===== src/rtl/fetch_pkg.sv =====
// Shared defaults and entry layout for the instruction-fetch stage.
package fetch_pkg;

    localparam int unsigned ADDR_W_DEFAULT   = 8;
    localparam int unsigned INSTR_W_DEFAULT  = 8;
    localparam int unsigned DEPTH_DEFAULT    = 2;
    localparam int unsigned RESET_PC_DEFAULT = 0;

    // Entry layout at default widths; the FIFO stores the same {instr, pc} packing.
    typedef struct packed {
        logic [INSTR_W_DEFAULT-1:0] instr;
        logic [ADDR_W_DEFAULT-1:0]  pc;
    } fetch_entry_t;

    function automatic int unsigned entry_width(int unsigned addr_w, int unsigned instr_w);
        return addr_w + instr_w;
    endfunction

endpackage


===== src/rtl/fetch_fifo.sv =====
// Synchronous prefetch FIFO with flush; head entry is read combinationally from storage.
module fetch_fifo #(
    parameter int unsigned WIDTH = 16,
    parameter int unsigned DEPTH = 2
) (
    input  logic                       clk,
    input  logic                       reset,
    input  logic                       push_i,
    input  logic                       pop_i,
    input  logic                       flush_i,
    input  logic [WIDTH-1:0]           wdata_i,
    output logic [WIDTH-1:0]           rdata_o,
    output logic [$clog2(DEPTH+1)-1:0] count_o
);

    localparam int unsigned PTR_W = $clog2(DEPTH);
    localparam int unsigned CNT_W = $clog2(DEPTH+1);

    logic [WIDTH-1:0] mem_q [DEPTH];
    logic [PTR_W-1:0] wr_ptr_q, wr_ptr_d;
    logic [PTR_W-1:0] rd_ptr_q, rd_ptr_d;
    logic [CNT_W-1:0] count_q, count_d;

    always_comb begin
        wr_ptr_d = wr_ptr_q;
        rd_ptr_d = rd_ptr_q;
        count_d  = count_q;
        if (flush_i) begin
            wr_ptr_d = '0;
            rd_ptr_d = '0;
            count_d  = '0;
        end else begin
            // DEPTH is a power of two, so pointer overflow is the wrap.
            if (push_i) wr_ptr_d = wr_ptr_q + PTR_W'(1);
            if (pop_i)  rd_ptr_d = rd_ptr_q + PTR_W'(1);
            if (push_i && !pop_i) count_d = count_q + CNT_W'(1);
            if (pop_i && !push_i) count_d = count_q - CNT_W'(1);
        end
    end

    always_ff @(posedge clk or posedge reset) begin
        if (reset) begin
            wr_ptr_q <= '0;
            rd_ptr_q <= '0;
            count_q  <= '0;
        end else begin
            wr_ptr_q <= wr_ptr_d;
            rd_ptr_q <= rd_ptr_d;
            count_q  <= count_d;
        end
    end

    always_ff @(posedge clk) begin
        if (push_i && !flush_i) mem_q[wr_ptr_q] <= wdata_i;
    end

    assign rdata_o = mem_q[rd_ptr_q];
    assign count_o = count_q;

endmodule


===== src/rtl/fetch_queue.sv =====
// Instruction-fetch stage: owns the fetch PC, reads IMEM and queues {instr, pc} for decode.
module fetch_queue
    import fetch_pkg::*;
#(
    parameter int unsigned        ADDR_W   = ADDR_W_DEFAULT,
    parameter int unsigned        INSTR_W  = INSTR_W_DEFAULT,
    parameter int unsigned        DEPTH    = DEPTH_DEFAULT,
    parameter logic [ADDR_W-1:0]  RESET_PC = ADDR_W'(RESET_PC_DEFAULT)
) (
    input  logic                       clk,
    input  logic                       reset,
    output logic [ADDR_W-1:0]          imem_addr,
    input  logic [INSTR_W-1:0]         imem_data,
    input  logic                       halt,
    input  logic                       redirect_en,
    input  logic [ADDR_W-1:0]          redirect_target,
    output logic                       out_valid,
    input  logic                       out_ready,
    output logic [INSTR_W-1:0]         out_instr,
    output logic [ADDR_W-1:0]          out_pc,
    output logic [ADDR_W-1:0]          out_pc_plus_one,
    output logic [$clog2(DEPTH+1)-1:0] buf_count,
    output logic [INSTR_W-1:0]         display
);

    localparam int unsigned ENTRY_W = entry_width(ADDR_W, INSTR_W);
    localparam int unsigned CNT_W   = $clog2(DEPTH+1);

    logic [ADDR_W-1:0]  fetch_pc_q, fetch_pc_d;
    logic               push, pop, full;
    logic [ENTRY_W-1:0] head;

    // Occupancy is sampled at cycle start: a same-cycle pop does not make room for a push.
    assign full = (buf_count == CNT_W'(DEPTH));

    always_comb begin
        push       = 1'b0;
        pop        = 1'b0;
        fetch_pc_d = fetch_pc_q;
        if (redirect_en) begin
            fetch_pc_d = redirect_target;
        end else begin
            push = !halt && !full;
            pop  = out_valid && out_ready;
            if (push) fetch_pc_d = fetch_pc_q + ADDR_W'(1);
        end
    end

    always_ff @(posedge clk or posedge reset) begin
        if (reset) begin
            fetch_pc_q <= RESET_PC;
        end else begin
            fetch_pc_q <= fetch_pc_d;
        end
    end

    fetch_fifo #(
        .WIDTH (ENTRY_W),
        .DEPTH (DEPTH)
    ) u_fifo (
        .clk     (clk),
        .reset   (reset),
        .push_i  (push),
        .pop_i   (pop),
        .flush_i (redirect_en),
        .wdata_i ({imem_data, fetch_pc_q}),
        .rdata_o (head),
        .count_o (buf_count)
    );

    assign imem_addr       = fetch_pc_q;
    assign out_valid       = (buf_count != '0);
    assign out_instr       = head[ENTRY_W-1 -: INSTR_W];
    assign out_pc          = head[ADDR_W-1:0];
    assign out_pc_plus_one = out_pc + ADDR_W'(1);
    assign display         = out_valid ? out_instr : '0;

endmodule


===== config.mk =====
export PLATFORM = sky130hd
export DESIGN_NAME = fetch_queue
export DESIGN_NICKNAME = d
export VERILOG_FILES = /design/src/rtl/fetch_pkg.sv /design/src/rtl/fetch_fifo.sv /design/src/rtl/fetch_queue.sv
export SDC_FILE = /design/constraint.sdc
export NUM_CORES = 1
export LEC_CHECK = 0
export CORE_MARGIN = 2
export CORE_UTILIZATION = 25
export CTS_CLUSTER_DIAMETER = 80
export DETAILED_ROUTE_END_ITERATION = 6
export SYNTH_ARGS = -nofsm -noshare
export SYNTH_HDL_FRONTEND = slang
export SYNTH_SLANG_ARGS = --single-unit

===== constraint.sdc =====
create_clock -name clk -period 4.2 [get_ports clk]
set_input_delay 0.63 -clock clk [delete_from_list [all_inputs] [get_ports clk]]
set_output_delay 0.63 -clock clk [all_outputs]
set_load 0.01 [all_outputs]

==> results.yml <==
synth:
  syn_area_per_cell_um2: 12.82
  synth_area_um2: 2103
  synth_edf_count: 32
  synth_cell_types: 43
  synth_area_leader_cell: "edfxtp_1"
  synth_cells: 164
  synth.area.top_cells: "edfxtp_1 (46%), dfrtp_1 (14%), mux2_2 (8.0%), or4_1 (2.1%), a31oi_1 (2.1%)"
  seq_area_frac_synth: 0.5996
  syn_nets: 187
  synthFlopType: "edfxtp_1"
  ys_ff_latch: 44
  async_flop_share: 0.2727
  yosys_warnings: 0
  yosysTopAreaCellShare: 0.4569
clocking:
  clk_pin_slew_ps: 80
  holdBufCountCts: 0
  cts_max_level: 2
  cts_setup_buffers: 0
  clkLatencyLatePin_ps: 290
  numCtsBuffers: 5
  ctsLongestPathBuffers: 2
  cts_root_buf: "clkbuf_8"
  post_cts_resized: 0
  cts_tree: "built"
  clock_sinks: 44
sta:
  worst_slew_pin_slew_ps: 1214
  hold_viol: 0
  relSlewSlack: 0.1891
  setup_viol: 0
  finalCriticalPeriod_ps: 3413
  clock.fmax_mhz: 293.0
  setup_tns_ps: 0
  skew_ps: 7.135
  final_max_slew_viol_count: 0
  rsz0062_at_grt: "no"
  finalCritPeriodShare: 0.8126
route:
  drtPass1Iterations: 4
  wirelength_um: 4595
  dr_total_vias: 1536
  wl_per_cell_um: 13.80
  vias_per_cell: 4.613
  post-route-drc-count: 0
  ant_nets: 0
  first_iter_violations: 39
pwr:
  ir_worst_vdd_mv: 0.1318
  leakage_nw: 1.029
  p_per_area_nw_per_um2: 358.6
  power.total_mw: 1.060
die:
  initial_utilization: 0.2573
  io_pins: 64
  rows: 33
  design.core.area_um2: 8175
  die_width_um: 95.72
  die_h_um: 95.72
  die-area_um2: 9162
global_route:
  grt_pass1_wl_um: 7286
  grt-ovfl-total: 0
  grt_pass1_vias: 1424
  antenna_found_initial: 0
  track_usage: 0.1043
  grt_max_degree: 26
worst_setup_path:
  cp.arrival_ps: 2780
  worst_ep_required_time_ps: 3570
  worstSetupPathType: "reg -> out"
  cp_max_fo: 25
  start_kind: "register"
  endpoint_kind: "output pin"
min_path:
  hp-class: "reg -> reg"
status:
  status: "finished, final reports clean"
placed_design:
  port_buffers: 63
  gp_congestion: 0.7198
  dp_hpwl_um: 3359
job:
  cap_violations: 0
layout:
  drive_above_1_share: 0.1228
  nets: 250
  syn_to_final_growth_pct: 40.51
  layout_commonest_cell: "clkdlybuf4s50_1"
  final_cell_mix: "clkdlybuf4s50_1 (63), edfxtp_1 (32), mux2_2 (15), dfrtp_1 (12), nor2_1 (8)"
  diodes: 0
  utilization: 0.3615
## cell type report
class / instances / area [µm²]
clock buffers: 5 / 68.82
clock inverters: 3 / 42.54
fillers: 806 / 5220
inverters: 6 / 22.52
multi-input cells: 105 / 783.3
flip-flops and latches: 44 / 1261
well taps: 105 / 131.4
repair buffers: 65 / 645.6
## layer usage
layer	vias to the layer above	share of wire	track usage
li1	749	-	-
met3	7	0.047	0.02349
met4	0	0.021	0.04048
met2	35	0.49	0.1702
met1	745	0.44	0.1347
met5	-	0	0
## metrics by stage
stage | instance area, µm² | hold WS [ps] | cells | worst slack, ps
finish | 2955 | 583.9 | 333 | 787.0
global route | 2955 | 627.8 | 333 | 586.5
CTS | 2955 | 590.6 | 333 | 739.4
detailed placement | 2844 | 570.9 | 325 | 1062
global placement | 2844 | 556.2 | 325 | 1082
floorplan | 2103 | 494.7 | 164 | 1090
## final timing paths
path	to	from	slack (ps)	depth (start not counted)
worst max-delay path	out_pc_plus_one[7]	u_fifo.rd_ptr_q	790	4
worst min-delay path	u_fifo.wr_ptr_q	u_fifo.wr_ptr_q	580	2
worst max register to register	u_fifo.mem_q[1][3]	u_fifo.count_o[1]	2160	3
worst min register to register	u_fifo.wr_ptr_q	u_fifo.wr_ptr_q	580	2
max in group asynchronous	u_fifo.count_o[1]	reset	3200	2
min in group asynchronous	u_fifo.rd_ptr_q	reset	670	2
## critical path, stage by stage (launching register included)
cell	delay, ps
dfrtp_1	960
nand4_1	280
a222oi_1	500
xor2_1	190
clkdlybuf4s50_1	550
## report_power, final
part / internal, mW / switching (mW)
Combinational: 0.129 / 0.0897
Sequential: 0.495 / 0.0322
Clock: 0.176 / 0.138
Total: 0.800 / 0.260
## cell usage after synthesis (2+ instances only)
cell type / number
inv_1: 6
dfrtp_1: 12
clkbuf_1: 4
ha_1: 2
a31oi_1: 7
and2_1: 5
nand4_1: 3
o21a_1: 2
edfxtp_1: 32
o31ai_1: 5
nor2_1: 8
a21oi_1: 3
mux2_2: 15
or4_1: 6
nand3_1: 2
xnor2_1: 2
o21ai_0: 4
nor3b_1: 2
mux2i_1: 2
xor2_1: 5
nand2b_1: 2
nor2b_1: 5
nand3b_1: 2
or3_1: 2
buf_2: 3
nand2_1: 6
## state kept, by name, indices dropped and copies added (netlist names)
name / count
imem_addr: 8
u_fifo.mem_q: 32
u_fifo.wr_ptr_q: 1
u_fifo.count_o: 2
u_fifo.rd_ptr_q: 1
## logic make-up (layout without fill, tap and decap cells)
| family | after synthesis | in the layout | share of synthesized area |
|---|---|---|---|
| simple gates | 51 | 51 | 0.1452 |
| mux | 17 | 17 | 0.08983 |
| compound gates | 28 | 28 | 0.09043 |
| fa+ha+maj | 2 | 2 | 0.01190 |
| flops | 44 | 44 | 0.5996 |
| buf+inv | 15 | 79 | 0.03390 |
| xor+xnor | 7 | 7 | 0.02915 |
(Power assumes the default switching activity.)
